**src/rtl/uart_pkg.sv**
```systemverilog
// Shared types and constants for the UART receive path.
package uart_pkg;

    localparam int unsigned OVERSAMPLE = 16;
    localparam int unsigned TCNT_W     = $clog2(OVERSAMPLE);
    localparam int unsigned MID_TICK   = 7;
    localparam int unsigned LAST_TICK  = 15;
    localparam int unsigned DATA_W     = 8;
    localparam int unsigned BIDX_W     = 3;

    typedef enum logic [2:0] {
        IDLE   = 3'd0,
        START  = 3'd1,
        DATA   = 3'd2,
        PARITY = 3'd3,
        STOP   = 3'd4,
        BREAK  = 3'd5
    } rx_state_t;

    // Mismatch when the ones-count of data plus parity bit disagrees with the selected sense.
    function automatic logic parity_mismatch(
        input logic [DATA_W-1:0] data,
        input logic              par_bit,
        input logic              odd
    );
        return ((^data) ^ par_bit) != odd;
    endfunction

endpackage

```
**src/rtl/uart_sync2.sv**
```systemverilog
// Two-flop synchroniser for a single asynchronous level.
module uart_sync2 #(
    parameter logic RESET_VAL = 1'b1
) (
    input  logic clk,
    input  logic rst,
    input  logic i_d,
    output logic o_q
);

    logic r_meta;
    logic r_sync;

    always_ff @(posedge clk or posedge rst) begin
        if (rst) begin
            r_meta <= RESET_VAL;
            r_sync <= RESET_VAL;
        end else begin
            r_meta <= i_d;
            r_sync <= r_meta;
        end
    end

    assign o_q = r_sync;

endmodule

```
**src/rtl/uart_receiver.sv**
```systemverilog
// UART receive stage: 16x-oversampled start detection, bit-centre sampling and
// a valid/ack holding register with framing, parity and overrun error pulses.
module uart_receiver
    import uart_pkg::*;
#(
    parameter int unsigned DATA_BITS  = 8,
    parameter int unsigned PARITY_EN  = 0,
    parameter int unsigned PARITY_ODD = 0
) (
    input  logic              clk,
    input  logic              rst,
    input  logic              rx_tick,
    input  logic              rx,
    output logic [DATA_W-1:0] rx_data,
    output logic              rx_valid,
    input  logic              rx_ack,
    output logic              frame_err,
    output logic              parity_err,
    output logic              overrun_err
);

    rx_state_t r_state;
    rx_state_t w_next_state;

    logic              w_rx_s;
    logic [TCNT_W-1:0] r_tcnt;
    logic [BIDX_W-1:0] r_bidx;
    logic [DATA_W-1:0] r_shift;
    logic              r_par_bad;

    logic [DATA_W-1:0] r_rx_data;
    logic              r_rx_valid;
    logic              r_frame_err;
    logic              r_parity_err;
    logic              r_overrun_err;

    logic w_mid;
    logic w_last;
    logic w_last_bit;

    logic w_start_det;
    logic w_data_go;
    logic w_tcnt_inc;
    logic w_bit_en;
    logic w_par_en;
    logic w_frame_bad;
    logic w_par_fail;
    logic w_deliver;

    uart_sync2 #(
        .RESET_VAL(1'b1)
    ) u_sync_rx (
        .clk(clk),
        .rst(rst),
        .i_d(rx),
        .o_q(w_rx_s)
    );

    assign w_mid      = (r_tcnt == TCNT_W'(MID_TICK));
    assign w_last     = (r_tcnt == TCNT_W'(LAST_TICK));
    assign w_last_bit = (r_bidx == BIDX_W'(DATA_BITS - 1));

    always_ff @(posedge clk or posedge rst) begin
        if (rst) begin
            r_state <= IDLE;
        end else begin
            r_state <= w_next_state;
        end
    end

    always_comb begin
        w_next_state = r_state;
        case (r_state)
            IDLE: begin
                if (rx_tick && !w_rx_s) w_next_state = START;
            end
            START: begin
                if (rx_tick && w_mid) w_next_state = w_rx_s ? IDLE : DATA;
            end
            DATA: begin
                if (rx_tick && w_last && w_last_bit) begin
                    w_next_state = (PARITY_EN != 0) ? PARITY : STOP;
                end
            end
            PARITY: begin
                if (rx_tick && w_last) w_next_state = STOP;
            end
            STOP: begin
                if (rx_tick && w_last) w_next_state = w_rx_s ? IDLE : BREAK;
            end
            BREAK: begin
                // A held-low line must see a high level before another start can arm.
                if (w_rx_s) w_next_state = IDLE;
            end
            default: w_next_state = IDLE;
        endcase
    end

    always_comb begin
        w_start_det = 1'b0;
        w_data_go   = 1'b0;
        w_tcnt_inc  = 1'b0;
        w_bit_en    = 1'b0;
        w_par_en    = 1'b0;
        w_frame_bad = 1'b0;
        w_par_fail  = 1'b0;
        w_deliver   = 1'b0;
        case (r_state)
            IDLE: begin
                w_start_det = rx_tick && !w_rx_s;
            end
            START: begin
                w_data_go  = rx_tick && w_mid && !w_rx_s;
                w_tcnt_inc = rx_tick && !w_data_go;
            end
            DATA: begin
                w_tcnt_inc = rx_tick;
                w_bit_en   = rx_tick && w_last;
            end
            PARITY: begin
                w_tcnt_inc = rx_tick;
                w_par_en   = rx_tick && w_last;
            end
            STOP: begin
                w_tcnt_inc = rx_tick;
                if (rx_tick && w_last) begin
                    w_frame_bad = !w_rx_s;
                    w_par_fail  = w_rx_s && r_par_bad;
                    w_deliver   = w_rx_s && !r_par_bad;
                end
            end
            default: begin
            end
        endcase
    end

    // Bit timing and frame assembly.
    always_ff @(posedge clk or posedge rst) begin
        if (rst) begin
            r_tcnt    <= '0;
            r_bidx    <= '0;
            r_shift   <= '0;
            r_par_bad <= 1'b0;
        end else begin
            if (w_start_det || w_data_go) begin
                r_tcnt <= '0;
            end else if (w_tcnt_inc) begin
                r_tcnt <= r_tcnt + TCNT_W'(1);
            end

            if (w_data_go) begin
                r_bidx <= '0;
            end else if (w_bit_en) begin
                r_bidx <= r_bidx + BIDX_W'(1);
            end

            if (w_start_det) begin
                r_shift <= '0;
            end else if (w_bit_en) begin
                r_shift[r_bidx] <= w_rx_s;
            end

            if (w_start_det) begin
                r_par_bad <= 1'b0;
            end else if (w_par_en) begin
                r_par_bad <= parity_mismatch(r_shift, w_rx_s, PARITY_ODD != 0);
            end
        end
    end

    // Holding register and error pulses; an ack in the delivery cycle frees the slot.
    always_ff @(posedge clk or posedge rst) begin
        if (rst) begin
            r_rx_data     <= '0;
            r_rx_valid    <= 1'b0;
            r_frame_err   <= 1'b0;
            r_parity_err  <= 1'b0;
            r_overrun_err <= 1'b0;
        end else begin
            r_frame_err   <= w_frame_bad;
            r_parity_err  <= w_par_fail;
            r_overrun_err <= w_deliver && r_rx_valid && !rx_ack;
            if (w_deliver && (!r_rx_valid || rx_ack)) begin
                r_rx_data  <= r_shift;
                r_rx_valid <= 1'b1;
            end else if (rx_ack) begin
                r_rx_valid <= 1'b0;
            end
        end
    end

    assign rx_data     = r_rx_data;
    assign rx_valid    = r_rx_valid;
    assign frame_err   = r_frame_err;
    assign parity_err  = r_parity_err;
    assign overrun_err = r_overrun_err;

endmodule
```
**config.mk**
```make
export PLATFORM = sky130hd
export DESIGN_NAME = uart_receiver
export DESIGN_NICKNAME = d
export VERILOG_FILES = /design/src/rtl/uart_pkg.sv /design/src/rtl/uart_sync2.sv /design/src/rtl/uart_receiver.sv
export SDC_FILE = /design/constraint.sdc
export NUM_CORES = 1
export LEC_CHECK = 0
export ABC_CLOCK_PERIOD_IN_PS = 4200
export BUFFER_PORTS_ARGS = -buffer_cell sky130_fd_sc_hd__clkbuf_2
export CORE_UTILIZATION = 45
export DETAILED_ROUTE_END_ITERATION = 8
export GPL_TIMING_DRIVEN = 1
export HOLD_SLACK_MARGIN = 0.05
export PLACE_DENSITY = 0.66
export SYNTH_ARGS = -nofsm -noshare
export SYNTH_HDL_FRONTEND = slang
export SYNTH_HIERARCHICAL = 1
export SYNTH_SLANG_ARGS = --single-unit
```
**constraint.sdc**
```tcl
create_clock -name clk -period 4.2 [get_ports clk]
set_input_delay 0 -clock clk [delete_from_list [all_inputs] [get_ports clk]]
set_output_delay 0 -clock clk [all_outputs]
set_load 0.03 [all_outputs]
```
## Yosys cells after proc, flatten, opt, wreduce, memory -nomap -nowiden

Cells that the tools add are included.

- Add/sub/neg operators: 2
- $lt $le $gt $ge: 2
- Eq/ne operators: 14
- Multiplexer cells: 33
- Bitwise operators: 1
- Reduce and logical (&&, ||, !) cells: 28

Operators by type and width:

| kind | count |
|---|---|
| 3-bit 2-to-1 mux | 9 |
| 3-bit case mux with 6 select lines | 1 |
| 8-bit 2-to-1 mux | 2 |
| 1-bit 2-to-1 mux | 15 |
| 1-bit logical AND | 12 |
| 2-bit inequality test, second input constant | 5 |
| 2-bit nonzero test | 5 |
| 3-bit == test, second input constant | 3 |
| 8-bit bitwise mux | 1 |
| 4-bit 2-to-1 mux | 2 |
| 8-bit parity | 1 |
| 3-bit by 2-bit == test with 1-bit output, second input constant | 2 |
| 6-bit AND reduction | 1 |
| 1-bit zero test | 5 |
| 4-bit by 1-bit adder with 4-bit output, second input constant | 1 |
| 4-bit by 3-bit == test with 1-bit output, second input constant | 1 |
| 4-bit == test, second input constant | 1 |
| 3-bit by 4-bit < comparator with 1-bit output, second input constant | 1 |
| 3-bit by 1-bit adder with 3-bit output, second input constant | 1 |
| 1-bit demux with 3-bit select | 1 |
| 3-bit by 1-bit == test with 1-bit output, second input constant | 1 |
| 3-bit by 1-bit >= comparator with 1-bit output, second input constant | 1 |
| 3-bit zero test | 1 |
| 3-bit OR reduction | 1 |
| 5 further kinds | 6 |

- Bits in registers: 33
- Input bits: 5
- Logic and storage cells: 92

## Depth between registers and ports, before layout

- Depth in word-level cells: 8
- Depth in mapped cells: 6
- Gate-level depth less buffers: 5

## By module

Netlist, hierarchy kept.

Modules (own cells, without submodules):

| module | times used | cells each | area each (µm²) | sequential area each (µm²) |
|---|---|---|---|---|
| uart_receiver | 1 | 139 | 1581.5 | 775.7 |
| uart_sync2 | 1 | 3 | 56.3 | 52.6 |

## Worst setup path after synthesis

No wires, ideal clock.

- Path kind: register -> register
- From: register r_tcnt[0]
- To: register r_rx_data[0] (netlist: rx_data[0])
- Library setup time: 0.125 ns
- Arrival: 1.699 ns
- Data required time: 4.075 ns
- Path slack: 2.377 ns
- Stages on the path, launching flop included: 7
- Buffers on the path: 1
- Period minus slack after synthesis: 1.823 ns
- Path through: dfrtp_1 > ha_1 > and4_1 > buf_6 > nand4_4 > nor3b_4 > mux2_2

- Cells in the longest elaborated chain, start to end: 5

RTL lines:

| element | RTL line | text |
|---|---|---|
| start, declared | uart_receiver.sv:26 | `logic [TCNT_W-1:0] r_tcnt;` |
| start signal, assigned | uart_receiver.sv:148 | `r_tcnt <= r_tcnt + TCNT_W'(1);` |
| 4-bit == test | uart_receiver.sv:60 | `assign w_last = (r_tcnt == TCNT_W'(LAST_TICK));` |
| 1-bit logical AND | uart_receiver.sv:126 | `if (rx_tick && w_last) begin` |
| 1-bit 2-to-1 mux | uart_receiver.sv:126 |  |
| 1-bit 2-to-1 mux | uart_receiver.sv:108 | `case (r_state)` |
| 1-bit logical AND | uart_receiver.sv:183 | `if (w_deliver && (!r_rx_valid \|\| rx_ack)) begin` |
| end signal, assigned | uart_receiver.sv:184 | `r_rx_data <= r_shift;` |
| end, declared | uart_receiver.sv:31 | `logic [DATA_W-1:0] r_rx_data;` |

No other way between the ends.
A chain may end at the register's enable or synchronous reset.

## Final worst setup path

- From: register r_tcnt[0]
- To: register r_rx_data[5] (netlist: rx_data[5])

Same word-level chain as after synthesis.

==> impl_metrics.ini <==
[critical_path]
critPathRequiredTime_ns = 4.42
endpoint_kind = register
cpMaxStageDelayCell = nor3b_4
timing.rr.end = rx_data[5]
critPathArrivalTime_ns = 2.33
slowest_delay_ns = 0.45
worstRegToRegCells = 5
path_cells = ha_1 -> and4_1 -> nand4_4 -> nor3b_4 -> mux2_2
crit_family = simple AND/OR/NAND/NOR gates
r2r_slack_ns = 2.09
path_max_fanout = 8
startpoint_type = register
r2r-start = r_tcnt[0]
worst-setup-path-type = reg2reg
crit_buf_inv = 0

[sta]
setup_violations = 0
max_freq_mhz = 474.0
tightest_slew_ns = 1.150
fin_ws_ns = 2.090
period_needed_ns = 2.110
tns_ns = 0
hold_viol = 0
slew_headroom_pct = 23.24
fin_crit_sh_pct = 50.23
grt_setup_unrepaired = false
holdWs_ns = 0.1017
slew_viol_final = 0
final.setup_skew_ns = 0.01087

[synth]
ys_seq_area_share_pct = 50.57
syn_avg_cell_area_sq_um = 11.53
yosysTopAreaCellShare_pct = 47.36
synth_cells = 142
yosys_register_bits = 33
netlist_area_sq_mm = 0.001638
synth.distinct_cells = 42
syn-num-nets = 150
synth_area_leaders = dfrtp_1 (47%), mux2_2 (5.5%), mux2i_1 (3.7%), dfstp_2 (3.2%), xnor2_1 (3.2%)
ys.warnings.count = 6
synth_largest_area_cell = dfrtp_1

[power]
p_leak_nw = 0.8993
finalPower_mw = 0.7930
peakVddDrop_mv = 0.2266
internal_power_mw = 0.5597
swShare_pct = 29.42
clkPwrFrac_pct = 31.1
p_sw_mw = 0.2333
power_density_mw_per_mm2 = 428.2
combPwrFrac_pct = 18.1
power_frac_seq_pct = 50.8

[floorplan]
die_area_sq_mm = 0.003885
core_sq_mm = 0.003416
fp.dieW_um = 62.33
ios = 17
start_util_pct = 47.95
die_h_um = 62.33
rows = 21

[routing]
postRouteAntennaNets = 0
wl_um = 3004
drtPass1Iterations = 4
drc = 0
vias = 1140
routedWlPerCell_um = 14.44
via_per_inst = 5.481
drtIter0Drc = 67

[grt]
grt_max_degree = 32
track_usage_pct = 17.86
grt_pass1_wl_um = 5395
gr-total-overflow = 0
antenna_found_initial = 0
grt_pass1_vias = 1121

[hold_path]
holdPathStages = 3
min_to = r_state[0]
hp-start = rx_tick
min_path_type = in2reg

[finish]
fin_cells = 208
num_antenna_cells = 0
fillCellCount = 314
nets = 169
drive_gt1_share_pct = 23.46
areaGrowthSynthToFinish_pct = 13.06

[clocking]
tritoncts = done
cts.sinks = 33
worstSkewPairLatency_ns = 0.33
numCtsBuffers = 5
htreeDepth = 2
clockRootBuffer = clkbuf_4
post_cts_buffers = 0
path_clk_slew_ns = 0.10
post_cts_resized = 0
cts_hold_buf = 3
cts.path.max_buffers = 2

[placed_design]
dpl_worst_slack_ns = 2.072
numPortBuffers = 16
place_congestion = 0.8209
dp_hpwl_um = 2096
dp.cells = 197

[run]
cap_violations = 0

[outcome]
status = complete, no violations
stage by stage:
step / utilization, % / instance area, sq um
global route: 54.21 / 1852
global placement: 50.84 / 1737
floorplan: - / 1638
detailed placement: 50.84 / 1737
CTS: 54.21 / 1852
finish: 54.21 / 1852
worst max path at each step:
| stage | start | to | slack, ns | depth (start not counted) |
|---|---|---|---|---|
| final | r_tcnt[0] | rx_data[5] | 2.09 | 5 |
| after detailed placement | r_tcnt[0] | rx_data[5] | 2.07 | 5 |
| after global placement | r_tcnt[0] | rx_data[2] | 2.20 | 5 |
| after CTS | r_tcnt[0] | rx_data[5] | 2.08 | 5 |
| after global routing | r_tcnt[0] | rx_data[4] | 1.95 | 5 |
| after floorplan | r_tcnt[0] | rx_data[0] | 2.38 | 6 |
Yosys cell counts, drive strengths merged:
cell and count:
nand4 4, xor2 4, mux2 8, and3 1
nand2 3, nor3 5, o311ai 4, a21boi 1
nor2b 1, nor3b 2, nand2b 3, xnor3 1
clkbuf 4, inv 4, clkinv 1, buf 3
o21a 1, or2 2, nor2 11, ha 3
o21ai 6, and2 1, a21o 1, o41ai 3
and4 1, a32oi 1, nand3 5, xnor2 6
or3 1, mux2i 6, dfrtp 31, o211ai 4
a22o 2, o31ai 4, dfstp 2, and4b 1
a21oi 1
power by group through the flow:
stage	Combinational (mW)	Clock (mW)	Sequential [mW]
final	0.144	0.247	0.403
after CTS	0.145	0.250	0.402
after detailed placement	0.142	0	0.408
after floorplan	0.142	0	0.378
after global placement	0.136	0	0.405
after global routing	0.165	0.275	0.411
sequential cells by signal, summed over array words and instances, names as in the netlist, 3 cells and up:
signal	flops
r_state	3
r_tcnt	4
r_shift	8
r_bidx	3
rx_data	8
cells by family after synthesis:
family / after synthesis / synth area share (%)
multiplexers: 14 / 9.168
flip-flops: 33 / 50.57
AND/OR/NAND/NOR: 41 / 15.20
adder cells (fa/ha/maj): 3 / 2.292
XOR/XNOR: 11 / 6.722
AO/OA/AOI/OAI: 28 / 12.53
buffers and inverters: 12 / 3.513
worst min-delay path, delay by kind of cell:
family / cells / cell delay (ns)
buf+inv: 1 / 0.16
compound gates: 1 / 0.14
simple gates: 1 / 0.11
layer usage:
metal	up-vias	GRT usage, %	wire length [um]
met5	-	0	0
met4	0	5.233	20
met3	2	5.515	101
met2	22	28.57	1432
met1	555	23.30	1450
li1	561	-	-
area by class of cell:
type / count / area, sq um / area share (%)
Clock buffer: 7 / 55.05 / 2.973
Tap cell: 46 / 57.56 / 3.108
Sequential cell: 33 / 828.3 / 44.73
Inverter: 5 / 18.77 / 1.014
Timing Repair Buffer: 19 / 110.1 / 5.946
Multi-Input combinational cell: 97 / 752.0 / 40.61
Clock inverter: 1 / 30.03 / 1.622
cell usage in the layout, fill, tap and decap left out, types with 2 or more instances in the layout:
| master | Yosys | routed |
|---|---|---|
| nor2_1 | 11 | 11 |
| mux2i_1 | 6 | 6 |
| o41ai_1 | 3 | 3 |
| nor3_1 | 5 | 5 |
| mux2_2 | 8 | 8 |
| o21ai_0 | 6 | 6 |
| o311ai_0 | 4 | 4 |
| a22o_1 | 2 | 2 |
| nand3_1 | 4 | 4 |
| clkbuf_4 | 0 | 5 |
| clkbuf_2 | 0 | 16 |
| dlygate4sd3_1 | 0 | 3 |
| ha_1 | 3 | 3 |
| xnor2_1 | 6 | 6 |
| dfrtp_1 | 31 | 31 |
| xor2_1 | 4 | 4 |
| or2_2 | 2 | 2 |
| dfstp_2 | 2 | 2 |
| nand2b_1 | 3 | 3 |
| o31ai_1 | 4 | 4 |
| nand4_1 | 3 | 3 |
| inv_1 | 4 | 4 |
| o211ai_1 | 4 | 4 |
| nand2_1 | 3 | 3 |
(Power assumes the default switching activity.)
